**src/rtl/tim_apb_master.sv**
```systemverilog
// APB4 requester for the timer register port: one valid/ready command in, one SETUP/ACCESS transfer out.
// Optional ACCESS timeout is enabled with `define TIM_APB_TIMEOUT_EN.
module tim_apb_master #(
  parameter int unsigned ADDR_W         = 12,
  parameter int unsigned DATA_W         = 32,
  parameter int unsigned TIMEOUT_CYCLES = 255
) (
  input  logic                  sys_clk,
  input  logic                  sys_rst_n,
  input  logic                  cmd_valid,
  output logic                  cmd_ready,
  input  logic                  cmd_write,
  input  logic [ADDR_W-1:0]     cmd_addr,
  input  logic [DATA_W-1:0]     cmd_wdata,
  input  logic [DATA_W/8-1:0]   cmd_strb,
  output logic                  rsp_valid,
  input  logic                  rsp_ready,
  output logic [DATA_W-1:0]     rsp_rdata,
  output logic                  rsp_err,
  output logic                  rsp_timeout,
  output logic                  busy,
  output logic                  tim_psel,
  output logic                  tim_penable,
  output logic                  tim_pwrite,
  output logic [ADDR_W-1:0]     tim_paddr,
  output logic [DATA_W-1:0]     tim_pwdata,
  output logic [DATA_W/8-1:0]   tim_pstrb,
  input  logic [DATA_W-1:0]     tim_prdata,
  input  logic                  tim_pready,
  input  logic                  tim_pslverr
);

  localparam int unsigned STRB_W = DATA_W / 8;

  if (TIMEOUT_CYCLES < 1) begin : g_bad_timeout
    $error("TIMEOUT_CYCLES must be >= 1");
  end

  typedef enum logic [1:0] {S_IDLE, S_SETUP, S_ACCESS, S_RESP} state_t;

  state_t state_q, state_d;
  logic   accept_c;
  logic   done_c;
  logic   tout_c;
  logic   tout_hit_c;

  assign accept_c = (state_q == S_IDLE) && cmd_valid && cmd_ready;

`ifdef TIM_APB_TIMEOUT_EN
  localparam int unsigned CNT_W = $clog2(TIMEOUT_CYCLES + 1);
  logic [CNT_W-1:0] acc_cnt_q;

  // Counts completed ACCESS cycles of the current transfer.
  always_ff @(posedge sys_clk or negedge sys_rst_n) begin
    if (!sys_rst_n) begin
      acc_cnt_q <= '0;
    end else if (state_d == S_SETUP) begin
      acc_cnt_q <= '0;
    end else if (state_q == S_ACCESS) begin
      acc_cnt_q <= acc_cnt_q + CNT_W'(1);
    end
  end

  assign tout_hit_c = (acc_cnt_q == CNT_W'(TIMEOUT_CYCLES - 1));
`else
  assign tout_hit_c  = 1'b0;
  assign rsp_timeout = 1'b0;
`endif

  always_ff @(posedge sys_clk or negedge sys_rst_n) begin
    if (!sys_rst_n) state_q <= S_IDLE;
    else            state_q <= state_d;
  end

  // Next state; a ready in the timeout cycle takes priority.
  always_comb begin
    state_d = state_q;
    done_c  = 1'b0;
    tout_c  = 1'b0;
    case (state_q)
      S_IDLE:   if (accept_c) state_d = S_SETUP;
      S_SETUP:  state_d = S_ACCESS;
      S_ACCESS: begin
        if (tim_pready) begin
          done_c  = 1'b1;
          state_d = S_RESP;
        end else if (tout_hit_c) begin
          tout_c  = 1'b1;
          state_d = S_RESP;
        end
      end
      S_RESP:   if (rsp_ready) state_d = S_IDLE;
      default:  state_d = S_IDLE;
    endcase
  end

  // Registered handshake and APB control, decoded from the next state.
  always_ff @(posedge sys_clk or negedge sys_rst_n) begin
    if (!sys_rst_n) begin
      cmd_ready   <= 1'b0;
      busy        <= 1'b0;
      tim_psel    <= 1'b0;
      tim_penable <= 1'b0;
      rsp_valid   <= 1'b0;
    end else begin
      cmd_ready   <= (state_d == S_IDLE);
      busy        <= (state_d != S_IDLE);
      tim_psel    <= (state_d == S_SETUP) || (state_d == S_ACCESS);
      tim_penable <= (state_d == S_ACCESS);
      rsp_valid   <= (state_d == S_RESP);
    end
  end

  // Transfer payload is latched once and held until the next command.
  always_ff @(posedge sys_clk or negedge sys_rst_n) begin
    if (!sys_rst_n) begin
      tim_pwrite <= 1'b0;
      tim_paddr  <= '0;
      tim_pwdata <= '0;
      tim_pstrb  <= '0;
    end else if (accept_c) begin
      tim_pwrite <= cmd_write;
      tim_paddr  <= cmd_addr & ~ADDR_W'(3);
      tim_pwdata <= cmd_wdata;
      tim_pstrb  <= cmd_write ? cmd_strb : STRB_W'(0);
    end
  end

  always_ff @(posedge sys_clk or negedge sys_rst_n) begin
    if (!sys_rst_n) begin
      rsp_rdata <= '0;
      rsp_err   <= 1'b0;
    end else if (done_c) begin
      rsp_rdata <= tim_pwrite ? DATA_W'(0) : tim_prdata;
      rsp_err   <= tim_pslverr;
    end else if (tout_c) begin
      rsp_rdata <= '0;
      rsp_err   <= 1'b1;
    end
  end

`ifdef TIM_APB_TIMEOUT_EN
  always_ff @(posedge sys_clk or negedge sys_rst_n) begin
    if (!sys_rst_n)  rsp_timeout <= 1'b0;
    else if (done_c) rsp_timeout <= 1'b0;
    else if (tout_c) rsp_timeout <= 1'b1;
  end
`endif

endmodule

```
**config.mk**
```make
export PLATFORM = sky130hd
export DESIGN_NAME = tim_apb_master
export DESIGN_NICKNAME = d
export VERILOG_FILES = /design/src/rtl/tim_apb_master.sv
export SDC_FILE = /design/constraint.sdc
export NUM_CORES = 1
export LEC_CHECK = 0
export CORE_ASPECT_RATIO = 1.4
export CORE_MARGIN = 10
export CORE_UTILIZATION = 40
export DETAILED_ROUTE_END_ITERATION = 8
export PLACE_DENSITY = 0.8
export SLEW_MARGIN = 20
export SYNTH_ARGS = -nofsm -noshare
export SYNTH_HDL_FRONTEND = slang
export SYNTH_SLANG_ARGS = --single-unit
```
**constraint.sdc**
```tcl
create_clock -name sys_clk -period 2.1 [get_ports sys_clk]
set_input_delay 0.315 -clock sys_clk [delete_from_list [all_inputs] [get_ports sys_clk]]
set_output_delay 0.315 -clock sys_clk [all_outputs]
set_load 0.02 [all_outputs]
```
* Yosys cells after proc, flatten, opt, wreduce, memory -nomap -nowiden
Index checks and enable logic that the tools add are counted.
W data, S select, Z words.
** Storage, ports and cells
- Output and inout bits :: 88
- Bits of input ports :: 87
- Logic and storage cells :: 34
- Bits in registers :: 87
** Operators by class
- Mux-type cells :: 10
- Reduce and logical (&&, ||, !) cells :: 6
- Eq/ne operators :: 6
** Operators by type and width (count)
- $mux W32 :: 2
- $eq A2 B2 Y1 const B :: 4
- $pmux W2 S4 :: 1
- $mux W2 :: 3
- $eq A2 B1 Y1 const B :: 2
- $logic_not A2 Y1 :: 2
- $mux W4 :: 1
- $mux W1 :: 3
- $logic_and A1 B1 Y1 :: 2
- $reduce_bool A2 Y1 :: 1
- $logic_or A1 B1 Y1 :: 1

* Depth between registers and ports, before layout
- Depth after elaboration :: 7
- Depth in mapped cells :: 6
- Gate-level depth less buffers :: 4

* Least setup slack after synthesis
OpenSTA, ideal clock, no wires.
- Path type :: reg-to-reg
- Start point :: register cmd_ready
- End point :: register tim_psel
- Stages on the path, launching flop included :: 6
- Buffers on the path :: 2
- Arrival :: 1580 ps
- Required time :: 1974 ps
- Clock period less this slack :: 1706 ps
- Slack :: 394 ps
- Library setup time :: 126 ps
- Cell sequence :: dfrtp_1 > and4bb_4 > buf_6 > buf_6 > a311oi_1 > ha_1
** On the way
- Longest elaborated chain between the ends :: 5
- Elaborated cells between the ends (all ways) :: 6
- Those cells by class :: eq/ne (2); mux (2); reduce/logical (2)
** Ends and longest elaborated chain
- start, declared :: line 11 : output logic cmd_ready,
- start signal, assigned :: line 106 : cmd_ready <= (state_d == S_IDLE);
- $logic_and A1 B1 Y1 * :: line 47 : assign accept_c = (state_q == S_IDLE) && cmd_valid && cmd_ready;
- $mux W2 * :: line 81 : S_IDLE: if (accept_c) state_d = S_SETUP;
- $pmux W2 S4 * :: line 80 : case (state_q)
- $eq A2 B1 Y1 or $eq A2 B2 Y1 (tied branches) :: line 108 : tim_psel <= (state_d == S_SETUP) || (state_d == S_ACCESS);
- $logic_or A1 B1 Y1 * :: line 108
- end signal, assigned :: line 108
- end, declared :: line 22 : output logic tim_psel,
Mark *: on every way between the ends. The rest lies on a longest branch, timed or not.
A chain may end at the register's enable or synchronous reset.

* Worst setup path in the final report
- Start point :: register state_q[0]
- End point :: register tim_paddr[11]
** On the way
- Longest elaborated chain between the ends :: 3
** Ends and longest elaborated chain
- start, declared :: line 41 : state_t state_q, state_d;
- start signal, assigned :: line 72 : else state_q <= state_d;
- $logic_not A2 Y1 :: line 47
- $logic_and A1 B1 Y1 (2 in series) :: line 47
- end signal, assigned :: line 123 : tim_paddr <= cmd_addr & ~ADDR_W'(3);
- end, declared :: line 25 : output logic [ADDR_W-1:0] tim_paddr,
Every way passes these cells.

==> impl_metrics.ini <==
[floorplan]
initial_utilization = 0.411
dieArea_um2 = 13100
boundaryPins = 175
die-height_um = 132
fp.coreArea_um2 = 8660
die_x_um = 99.7
row_count = 40

[synthesis]
avgSynthCellArea_um2 = 15.1
ys_top_cells_by_area = dfrtp_1 61%, mux2_2 23%, nor2b_1 5.6%
netlist-cell-type-count = 19
yosysTopAreaCell = dfrtp_1
synth_area_um2 = 3560
ys_ff_latch = 87
yosys_warnings = 0
yosysSeqAreaShare = 0.611
synth.top_cell.area_share = 0.611
synth_cells = 236

[finish]
antenna_cells = 0
fin_nets = 503
multi_input_area_um2 = 1250
area_growth_pct = 59.3
final_layout_size_suffix_gt1_frac = 0.243
finalCoreUtilization = 0.655
stdcell_area_um2 = 5670
register_area_um2 = 2180
fillers = 640

[cts]
cts_tree = yes
cts_resized = 0
clockRootBuffer = clkbuf_16
htree_levels = 3
post_cts_buffers = 0
cts_buffers = 9
clk_path_buf_depth = 2
path_clk_slew_ps = 60
hold_buffers = 0
cts.sinks = 87
insertion_delay_ps = 330

[setup_path]
critPathBufInv = 1
worst_ep_arrival_time_ps = 1890
startpoint_type = register
crit_family = simple AND/OR/NAND/NOR gates
reg2reg_from = state_q[0]
worstSetupPathType = reg2reg
cp.required_ps = 2310
cp_cell_sequence = and4bb_4, buf_12, mux2_2
critPathMaxStageDelay_ps = 540
startpoint = state_q[0]
cp-end-kind = register
cpMaxStageDelayCell = and4bb_4
worstPathMaxFanout = 24

[route]
detail_route.first_pass.iterations = 4
drt-met1-wl_um = 3520
num_vias = 2456
wl_met3_um = 1050
drc = 0
post_drt_wl_per_cell_um = 17.9
antenna_left = 0
wl_um = 9310
drtIter0Drc = 71
dr_wl_met2_um = 4640
vias_per_cell = 4.71
route.top_layer_used = met4

[sta]
hold_viol_final = 0
finalSetupViolations = 0
maxSlewViolCount = 0
fin_crit_sh = 0.799
skew_ps = 3.33
fmax_mhz = 596
rsz0062_at_grt = false
hold_slack_ps = 20.6
postLayoutSetupSlackWorst_ps = 422
tns_ps = 0
min_period_ps = 1680

[placed_design]
preCtsSetupSlack_ps = 177
gp_congestion = 0.693
numPortBuffers = 169
place_area_um2 = 5360
place_hpwl_um = 7110

[grt]
grt.total_usage = 0.144
antenna_found_initial = 0
overflow = 0
grt_pass1_wl_um = 15100
first_global_vias = 2782
grt_max_degree = 88

[run_status]
outcome = complete, no violations

[hold_path]
hp-class = in2async

[flow_run]
maxCapViolations = 0

[pwr]
p_per_area_nw_per_um2 = 1530
power_leakage_uw = 0.00243
vdd_drop_max_uv = 860
-- cell families (layout without fill, tap and decap cells) --
| family | Yosys count | after routing | synth area share |
|---|---|---|---|
| AOI/OAI and AO/OA | 4 | 4 | 0.00878 |
| adders and majority gates | 4 | 4 | 0.0141 |
| buffers and inverters | 21 | 199 | 0.0401 |
| DFF | 87 | 87 | 0.611 |
| muxes | 80 | 80 | 0.256 |
| other | 1 | 3 | 0.00105 |
| and+or+nand+nor | 39 | 39 | 0.0689 |
-- path summary, 6_finish.rpt --
path / end / slack (ps) / depth (start not counted)
max: tim_paddr[11] / 420 / 3
min in group sys_clk: tim_pwdata[23] / 500 / 1
min reg2reg: tim_pwdata[23] / 500 / 1
max reg2reg: tim_paddr[11] / 420 / 3
min: rsp_rdata[3] / 20 / 2
max in group asynchronous: tim_paddr[5] / 1720 / 2
-- layout by cell type, fill, tap and decap left out --
master	instances
a311o_1	1
clkbuf_8	1
clkbuf_1	1
mux2_4	4
bufinv_16	2
buf_4	8
a311oi_1	1
clkbuf_16	9
clkinv_2	2
and4bb_4	1
buf_12	2
conb_1	3
nand3_1	1
and3b_1	1
o21ai_0	1
dfrtp_1	87
nor2b_1	32
o21a_1	1
clkdlybuf4s50_1	168
nand2_1	4
inv_1	6
mux2i_1	4
ha_1	4
mux2_2	72
-- state kept, by name (all words and copies together) (netlist names), 2 cells and up --
register and cells:
rsp_rdata 32, tim_pwdata 32, tim_paddr 10, tim_pstrb 4
state_q 2
-- synth_stat cells --
cell and n:
nand2_1 4, mux2_2 72, buf_4 7, conb_1 1, inv_1 6, and3b_1 1, nand3_1 1, and4bb_4 1
clkbuf_1 3, dfrtp_1 87, a311o_1 1, mux2i_1 4, o21ai_0 1, nor2b_1 32, buf_6 5, ha_1 4
mux2_4 4, o21a_1 1, a311oi_1 1
-- routing by layer --
layer | track usage | up-vias
met2 | 0.233 | 102
met4 | 0.0431 | 0
li1 | - | 1149
met1 | 0.158 | 1197
met3 | 0.0750 | 8
met5 | 0 | -
-- report_power, final --
part / leakage, uW / switching [uW] / internal, uW
registers: 0.00107 / 388 / 2470
clock network: 0.000155 / 599 / 1060
logic: 0.00120 / 1930 / 2210
total: 0.00243 / 2910 / 5740
-- area by class of cell --
type / instances / area share
clock inverter: 4 / 0.0123
tap: 105 / 0.0232
timing repair buffer: 178 / 0.314
inverter: 6 / 0.00397
clock buffer: 11 / 0.0428
multi-input combinational: 130 / 0.220
sequential: 87 / 0.384
-- worst reg2reg max path: stages, from the launching register on --
cell	delay, ps
dfrtp_1	440
and4bb_4	540
buf_12	230
mux2_2	360
-- per-stage QoR --
stage	std cells	power [uW]
4_1_cts	521	8810
5_1_grt	521	9180
3_3_place_gp	506	7000
6_report	521	8650
2_1_floorplan	238	5000
3_5_place_dp	506	7100
Power figures use the tool's default switching activity.
